File: src/rtl/core_memory_arbiter.sv
// Round-robin arbiter sharing the core memory port between instruction fetch and load/store.
// Optional grant-abort timeout is compiled in when CORE_MEMORY_ARBITER_TIMEOUT_EN is defined.
module core_memory_arbiter #(
    parameter int unsigned TIMEOUT_CYCLES = 256
) (
    input  logic        clk,
    input  logic        rst,
    input  logic [31:0] fetchAddress,
    input  logic        fetchReadEnable,
    output logic [31:0] fetchDataRead,
    output logic        fetchBusy,
    input  logic [31:0] dataAddress,
    input  logic [3:0]  dataByteSelect,
    input  logic        dataWriteEnable,
    input  logic        dataReadEnable,
    input  logic [31:0] dataDataWrite,
    output logic [31:0] dataDataRead,
    output logic        dataBusy,
    output logic [31:0] memAddress,
    output logic [3:0]  memByteSelect,
    output logic        memWriteEnable,
    output logic        memReadEnable,
    output logic [31:0] memDataWrite,
    input  logic [31:0] memDataRead,
    input  logic        memBusy,
    output logic        timeoutError
);
    // state      | meaning
    // ST_IDLE    | no grant, memory port driven to 0
    // ST_GRANT_F | fetch owns the memory port
    // ST_GRANT_D | load/store owns the memory port
    typedef enum logic [1:0] {
        ST_IDLE    = 2'd0,
        ST_GRANT_F = 2'd1,
        ST_GRANT_D = 2'd2
    } state_e;

    if (TIMEOUT_CYCLES < 1 || TIMEOUT_CYCLES > 65535) begin : g_param_check
        $error("core_memory_arbiter: TIMEOUT_CYCLES out of range 1..65535");
    end

    state_e state_q, state_d;
    logic   last_grant_q, last_grant_d;
    logic   fetch_req, data_req, timeout_hit;

    assign fetch_req = fetchReadEnable;
    assign data_req  = dataReadEnable | dataWriteEnable;

`ifdef CORE_MEMORY_ARBITER_TIMEOUT_EN
    localparam logic [15:0] TMO_LAST = 16'(TIMEOUT_CYCLES - 1);

    logic [15:0] tmo_cnt_q, tmo_cnt_d;
    logic        in_grant, grant_held;

    assign in_grant   = (state_q != ST_IDLE);
    assign grant_held = (state_q == ST_GRANT_F) ? fetch_req :
                        (state_q == ST_GRANT_D) ? data_req  : 1'b0;
    // Counter holds busy cycles already seen, so the abort lands on the TIMEOUT_CYCLES-th one.
    assign timeout_hit = grant_held & memBusy & (tmo_cnt_q == TMO_LAST);

    always_comb begin
        tmo_cnt_d = tmo_cnt_q;
        if (!in_grant || state_d != state_q) begin
            tmo_cnt_d = '0;
        end else if (memBusy) begin
            tmo_cnt_d = tmo_cnt_q + 16'd1;
        end
    end

    always_ff @(posedge clk or posedge rst) begin
        if (rst) begin
            tmo_cnt_q <= '0;
        end else begin
            tmo_cnt_q <= tmo_cnt_d;
        end
    end
`else
    assign timeout_hit = 1'b0;
`endif

    assign timeoutError = timeout_hit;

    always_comb begin
        state_d        = state_q;
        last_grant_d   = last_grant_q;
        memAddress     = '0;
        memByteSelect  = '0;
        memWriteEnable = 1'b0;
        memReadEnable  = 1'b0;
        memDataWrite   = '0;
        fetchBusy      = fetch_req;
        dataBusy       = data_req;
        fetchDataRead  = '0;
        dataDataRead   = '0;
        unique case (state_q)
            ST_IDLE: begin
                if (fetch_req && data_req) begin
                    state_d = last_grant_q ? ST_GRANT_F : ST_GRANT_D;
                end else if (fetch_req) begin
                    state_d = ST_GRANT_F;
                end else if (data_req) begin
                    state_d = ST_GRANT_D;
                end
            end
            ST_GRANT_F: begin
                fetchDataRead = memDataRead;
                if (!fetch_req) begin
                    state_d = ST_IDLE;
                end else if (timeout_hit) begin
                    fetchBusy     = 1'b0;
                    fetchDataRead = '1;
                    last_grant_d  = 1'b0;
                    state_d       = ST_IDLE;
                end else begin
                    memAddress    = fetchAddress;
                    memByteSelect = 4'b1111;
                    memReadEnable = 1'b1;
                    if (!memBusy) begin
                        fetchBusy    = 1'b0;
                        last_grant_d = 1'b0;
                        state_d      = data_req ? ST_GRANT_D : ST_IDLE;
                    end
                end
            end
            ST_GRANT_D: begin
                dataDataRead = memDataRead;
                if (!data_req) begin
                    state_d = ST_IDLE;
                end else if (timeout_hit) begin
                    dataBusy     = 1'b0;
                    dataDataRead = '1;
                    last_grant_d = 1'b1;
                    state_d      = ST_IDLE;
                end else begin
                    memAddress     = dataAddress;
                    memByteSelect  = dataByteSelect;
                    memWriteEnable = dataWriteEnable;
                    memReadEnable  = dataReadEnable;
                    memDataWrite   = dataDataWrite;
                    if (!memBusy) begin
                        dataBusy     = 1'b0;
                        last_grant_d = 1'b1;
                        state_d      = fetch_req ? ST_GRANT_F : ST_IDLE;
                    end
                end
            end
            default: state_d = ST_IDLE;
        endcase
    end

    // lastGrant resets to data so that fetch wins the first tie.
    always_ff @(posedge clk or posedge rst) begin
        if (rst) begin
            state_q      <= ST_IDLE;
            last_grant_q <= 1'b1;
        end else begin
            state_q      <= state_d;
            last_grant_q <= last_grant_d;
        end
    end
endmodule

File: config.mk
export PLATFORM = sky130hd
export DESIGN_NAME = core_memory_arbiter
export DESIGN_NICKNAME = d
export VERILOG_FILES = /design/src/rtl/core_memory_arbiter.sv
export SDC_FILE = /design/constraint.sdc
export NUM_CORES = 1
export LEC_CHECK = 0
export CAP_MARGIN = 20
export CORE_AREA = 2 2 107 109
export CTS_BUF_LIST = sky130_fd_sc_hd__clkbuf_2 sky130_fd_sc_hd__clkbuf_4 sky130_fd_sc_hd__clkbuf_8
export DETAILED_ROUTE_END_ITERATION = 8
export DIE_AREA = 0 0 109 111
export SYNTH_ARGS = -nofsm -noshare
export SYNTH_HDL_FRONTEND = slang
export SYNTH_SLANG_ARGS = --single-unit
File: constraint.sdc
create_clock -name clk -period 5.4 [get_ports clk]
set_clock_uncertainty 0.1 [all_clocks]
set_input_delay 1.62 -clock clk [delete_from_list [all_inputs] [get_ports clk]]
set_output_delay 1.62 -clock clk [all_outputs]
set_load 0.03 [all_outputs]
# Yosys cells after proc, flatten, opt, wreduce, memory -nomap -nowiden
# Index checks and enable logic that the tools add are counted.
[totals]
register_bits = 3
latch_bits = 0
ram_bits = 0
romBits = 0
output_inout_bits = 137
elab_cells = 53
n_memories = 0
[classes]
n_addsub = 0
multipliers = 0
n_div = 0
order_cmp = 0
eq_ne = 9
n_shift = 0
muxes = 36
n_bitwise = 1
n_reduce_logical = 5
[ops]
columns = ["cell", "count"]
rows = [
  ["$mux W32", 6],
  ["$pmux W32 S2", 1],
  ["$mux W2", 9],
  ["$mux W1", 14],
  ["$mux W4", 2],
  ["$ne A2 B2 Y1 const B", 4],
  ["$pmux W4 S2", 1],
  ["$ne A3 B3 Y1 const B", 2],
  ["$pmux W2 S3", 1],
  ["$reduce_and A5 Y1", 1],
  ["$ne A4 B4 Y1 const B", 1],
  ["$pmux W1 S2", 2],
  ["$reduce_and A3 Y1", 1],
  ["$eq A2 B1 Y1 const B", 1],
  ["$eq A2 B2 Y1 const B", 1],
  ["$logic_not A2 Y1", 1],
  ["$reduce_bool A2 Y1", 1],
  ["$logic_and A1 B1 Y1", 1],
  ["$or A1 B1 Y1", 1],
]

# Logic depth before layout (Yosys ltp)
# Gate-level depths: netlist of run 1.
[depth]
word_depth = 5
mapped_depth = 8

# Least setup slack after synthesis of run 1
# No wires, ideal clock.
[synth_path]
path_kind = "input port to output port"
from = "input fetchReadEnable"
to = "output memAddress[0]"
arrival_ns = 2.728
required_time_ns = 3.680
path_slack_ns = 0.952
path_stages = 6
path_cell_list = "buf_6 > and2_1 > buf_2 > buf_2 > a22oi_1 > nor2b_1"
[synth_between]
elab_chain_len = 2
[synth_rtl]
columns = ["element", "line_no", "text"]
rows = [
  ["from (decl)", "9", "input logic fetchReadEnable,"],
  ["$mux W32", "107", "if (!fetch_req) begin"],
  ["$pmux W32 S2", "95", "unique case (state_q)"],
  ["to (decl)", "19", "output logic [31:0] memAddress,"],
]
# Every way passes these cells.

# Worst setup path after layout of run 1
[layout_path]
from = "input fetchReadEnable"
to = "output memReadEnable"
[layout_between]
elab_chain_len = 2
[layout_rtl]
columns = ["element", "line_no", "text"]
rows = [
  ["$mux W1", "107", ""],
  ["$pmux W1 S2", "95", ""],
  ["to (decl)", "22", "output logic memReadEnable,"],
]
# Every way passes these cells.

==> results summary, run 1 <==
The worst slack at placement came out at around 440 ps. The number of setup buffers added after CTS is 0. The diode insertion count for antenna repair is 0.

The standard-cell row count is 39. The die area is 12100 um^2. IR analysis of the VDD net gives a maximum drop of approximately 180 uV.

Before antenna repair, the detailed router went through 4 iterations. In the routed design, unresolved DRC markers number 0. The library cell used most frequently in the layout, excluding fill and tap cells, is clkdlybuf4s50_1. The die is between 100 and 150 um tall. The total nets after synthesis came out at 376. The number of failing hold endpoints at the final stage is 0. The worst path required time is roughly 3700 ps.

The adder-cell share of the synthesized area came out at 3.25%. The maximum fanout encountered on the critical timing path came out at 10. The total non-filler cell area in the finished layout is 4380 um^2. The worst setup path is launched from an input pin.

Leaving out fill and tap cells, the most frequent cells in the layout are clkdlybuf4s50_1 (205), and2_1 (98), buf_4 (63). The fraction of the mapped netlist area in compound gates is a little under a quarter. The total clock sinks came out at 3. The max-slew violation count is 0. Wires add up to ~8900 um. The critical path in this run is classified as in2out. The number of cell instances on the worst register-to-register path came out at 6. The synthesized netlist cell count came out at ~230. The worst hold path class is reg2reg.

The instance count along the most critical hold path is 2. No sink is reached through more buffers than the 2 on the longest clock path. The starting utilization of the core area is around 14%. The starting DRC count in detailed routing is between 100 and 150. The detail-routed via count per cell is slightly above 4. The number of antenna-violating nets in the routed design came out at 0. The clock-pin slew reported for the worst setup and hold paths after clock tree synthesis came out at 30 ps. The flow ran to the end, and the final reports show no timing, DRC or antenna violations.

The relative max-transition margin came out at between 30% and 40%. The area growth from synthesis to layout is 184%. The post-layout minimum cycle time is roughly 5000 ps.

The pin count of the biggest net entering global routing came out at between 50 and 60. TritonCTS built the clock tree. The tree is rooted in a clkbuf_8. The unique cell type count in the Yosys netlist came out at 30.

The mux contribution to synthesized area is 0%. The number of warnings issued by yosys is 0. The clock latency on the worst-skew pair came out at approximately 220 ps. After synthesis, the largest family of logic cells by area is simple AND/OR/NAND/NOR gates. The core area is 11100 um^2.

The final total negative setup slack came out at 0 ps. The number of gates resized after CTS was 0. For the pin with the worst max-slew slack, the measured transition is between 900 and 1000 ps. After Yosys synthesis, XOR and XNOR cells account for 0% of the synthesized area. The maximum frequency from static timing analysis came out at 0.202 GHz. The initial antenna violation count came out at 0. The total via count after detailed routing came out at 2628. The max-capacitance violation count is 0. The setup slack of the critical path after layout is about 440 ps. The wire-length estimate of the detail-placed layout is around 7600 um. Setup repair after global routing left no endpoint under its margin. The via count of the first global-routing pass came to roughly 2600. The number of buffers created by CTS is 3. The portion of the post-synthesis area used by sequential elements came out at around 5.0%. The utilization after layout is between 30% and 40%. The post-route netlist has ~17% of its cells at a drive strength greater than 1. In this run the power density over the cells is around 420 nW/um^2. The net count reported at finish came out at ~630. The global-route wire length before repair came out at 13000 um. After detailed routing, the average wire length per cell comes to between 10 and 15 um. CTS built an H-tree with a depth of 1.

The I/O pin total came out at between 200 and 300. The global routing usage summed across all routing layers is 13.6%. The data arrival time of the critical path is about 3200 ps. Synthesis inferred 3 register bits. The total power of the final layout is between 1.5 and 2 mW.

The post-synthesis cell area is between 1500 and 2000 um^2. Summing all multi-input logic gate instances after layout gives roughly 1300 um^2. The hold-fix buffer count after cts is 0. The filler cells instantiated in the layout total ~1200.

The synthesized area divided by synthesized cell count came out at between 6 and 7 um^2. The number of input and output port buffers inserted came out at roughly 270. The final estimated routing congestion in global placement came out at between 0.8 and 0.9. The setup violation total in the final timing report came out at 0. The sequential cells in the finished layout cover a total of 76.3 um^2. The remaining global-route overflow is 0.

The simple-gate area share of the yosys netlist came out at 58.7%. The leakage power figure is ~1.7 nW. The width of the die is 109 um. STA classifies the critical path endpoint as an output port. The post-route clock period utilization is approximately nine tenths.

The post-place instance area came out at approximately 4300 um^2.
## where the power goes
part / switching, mW / internal (mW) / total (mW)
registers: 0.0115 / 0.0366 / 0.0481
logic: 0.975 / 0.753 / 1.73
clock network: 0.0151 / 0.0554 / 0.0705
total: 1.00 / 0.845 / 1.85
## per-stage QoR
stage | std cells | hold WS [ps]
6_report | 633 | 458
3_3_place_gp | 629 | 451
2_1_floorplan | 234 | 408
3_5_place_dp | 629 | 450
4_1_cts | 633 | 455
5_1_grt | 633 | 485
## kinds of logic (layout without fill, tap and decap cells)
group | Yosys count | count (layout)
AND/OR/NAND/NOR | 144 | 144
buffers and inverters | 31 | 287
other | 1 | 1
adder cells (fa/ha/maj) | 4 | 4
flip-flops | 3 | 3
AO/OA/AOI/OAI | 51 | 51
## critical path, stage by stage
cell and delay (ps):
clkdlybuf4s50_1 640, nand2_1 120, a21boi_0 170, clkdlybuf4s50_1 690
## final cells by class
cell class              instances  share of cell area (%)
clock buffers                   4                    1.11
inverters                       5                   0.429
multi-input cells             200                    30.4
flip-flops and latches          3                    1.74
well taps                     143                    4.09
repair buffers                278                    62.3
## flip-flops by register name (all words and copies together) (netlist names)
signal	flops
state_q	2
last_grant_q	1
## synth_stat cells, drive strengths merged
master / number / area share (%)
a211o: 1 / 0.57
a21boi: 2 / 0.97
a21oi: 7 / 2.3
a22oi: 32 / 16
a31oi: 3 / 1.2
a41oi: 1 / 1.1
and2: 99 / 40
buf: 10 / 3.8
clkbuf: 16 / 3.9
conb: 1 / 0.24
dfrtp: 2 / 3.2
dfstp: 1 / 1.7
ha: 4 / 3.2
inv: 5 / 1.2
nand2: 2 / 0.49
nand2b: 1 / 0.41
nand3: 1 / 0.32
nand3b: 1 / 0.49
nor2: 1 / 0.24
nor2b: 37 / 15
o2111ai: 1 / 0.57
o211ai: 1 / 0.49
o21a: 1 / 0.49
o21ai: 1 / 0.32
o22ai: 1 / 0.41
or2b: 1 / 0.49
or4b: 1 / 0.89
## path summary, 6_finish.rpt
path | from | end | slack (ps)
setup / recovery | fetchReadEnable | memReadEnable | 440
hold / removal | last_grant_q | last_grant_q | 460
setup reg to reg | state_q[0] | state_q[0] | 3110
hold reg to reg | last_grant_q | last_grant_q | 460
max in group asynchronous | rst | last_grant_q | 3520
min in group asynchronous | rst | state_q[1] | 1470
## metal layers
layer | global-route usage, % | vias up | routed length [um]
met4 | 2.39 | 0 | 87
met5 | 0 | - | 0
li1 | - | 1283 | -
met2 | 28.4 | 170 | 4940
met1 | 12.6 | 1167 | 2850
met3 | 3.70 | 8 | 1070
(Power assumes the default switching activity.)
==> inputs of run 2 (changes only) <==
--- a/config.mk
+++ b/config.mk
@@ -5,6 +5,7 @@
 export SDC_FILE = /design/constraint.sdc
 export NUM_CORES = 1
 export LEC_CHECK = 0
+export ABC_CLOCK_PERIOD_IN_PS = 5400
 export CAP_MARGIN = 20
 export CORE_AREA = 2 2 107 109
 export CTS_BUF_LIST = sky130_fd_sc_hd__clkbuf_2 sky130_fd_sc_hd__clkbuf_4 sky130_fd_sc_hd__clkbuf_8
==> results of run 2 <==
The final DEF is identical to that of run 1; final timing and power are the same.
==> inputs of run 3 (changes only) <==
--- a/config.mk
+++ b/config.mk
@@ -11,6 +11,7 @@
 export CTS_BUF_LIST = sky130_fd_sc_hd__clkbuf_2 sky130_fd_sc_hd__clkbuf_4 sky130_fd_sc_hd__clkbuf_8
 export DETAILED_ROUTE_END_ITERATION = 8
 export DIE_AREA = 0 0 109 111
+export HOLD_SLACK_MARGIN = 0.12
 export SYNTH_ARGS = -nofsm -noshare
 export SYNTH_HDL_FRONTEND = slang
 export SYNTH_SLANG_ARGS = --single-unit
==> results of run 3 <==
The final DEF is identical to that of run 1; final timing and power are the same.
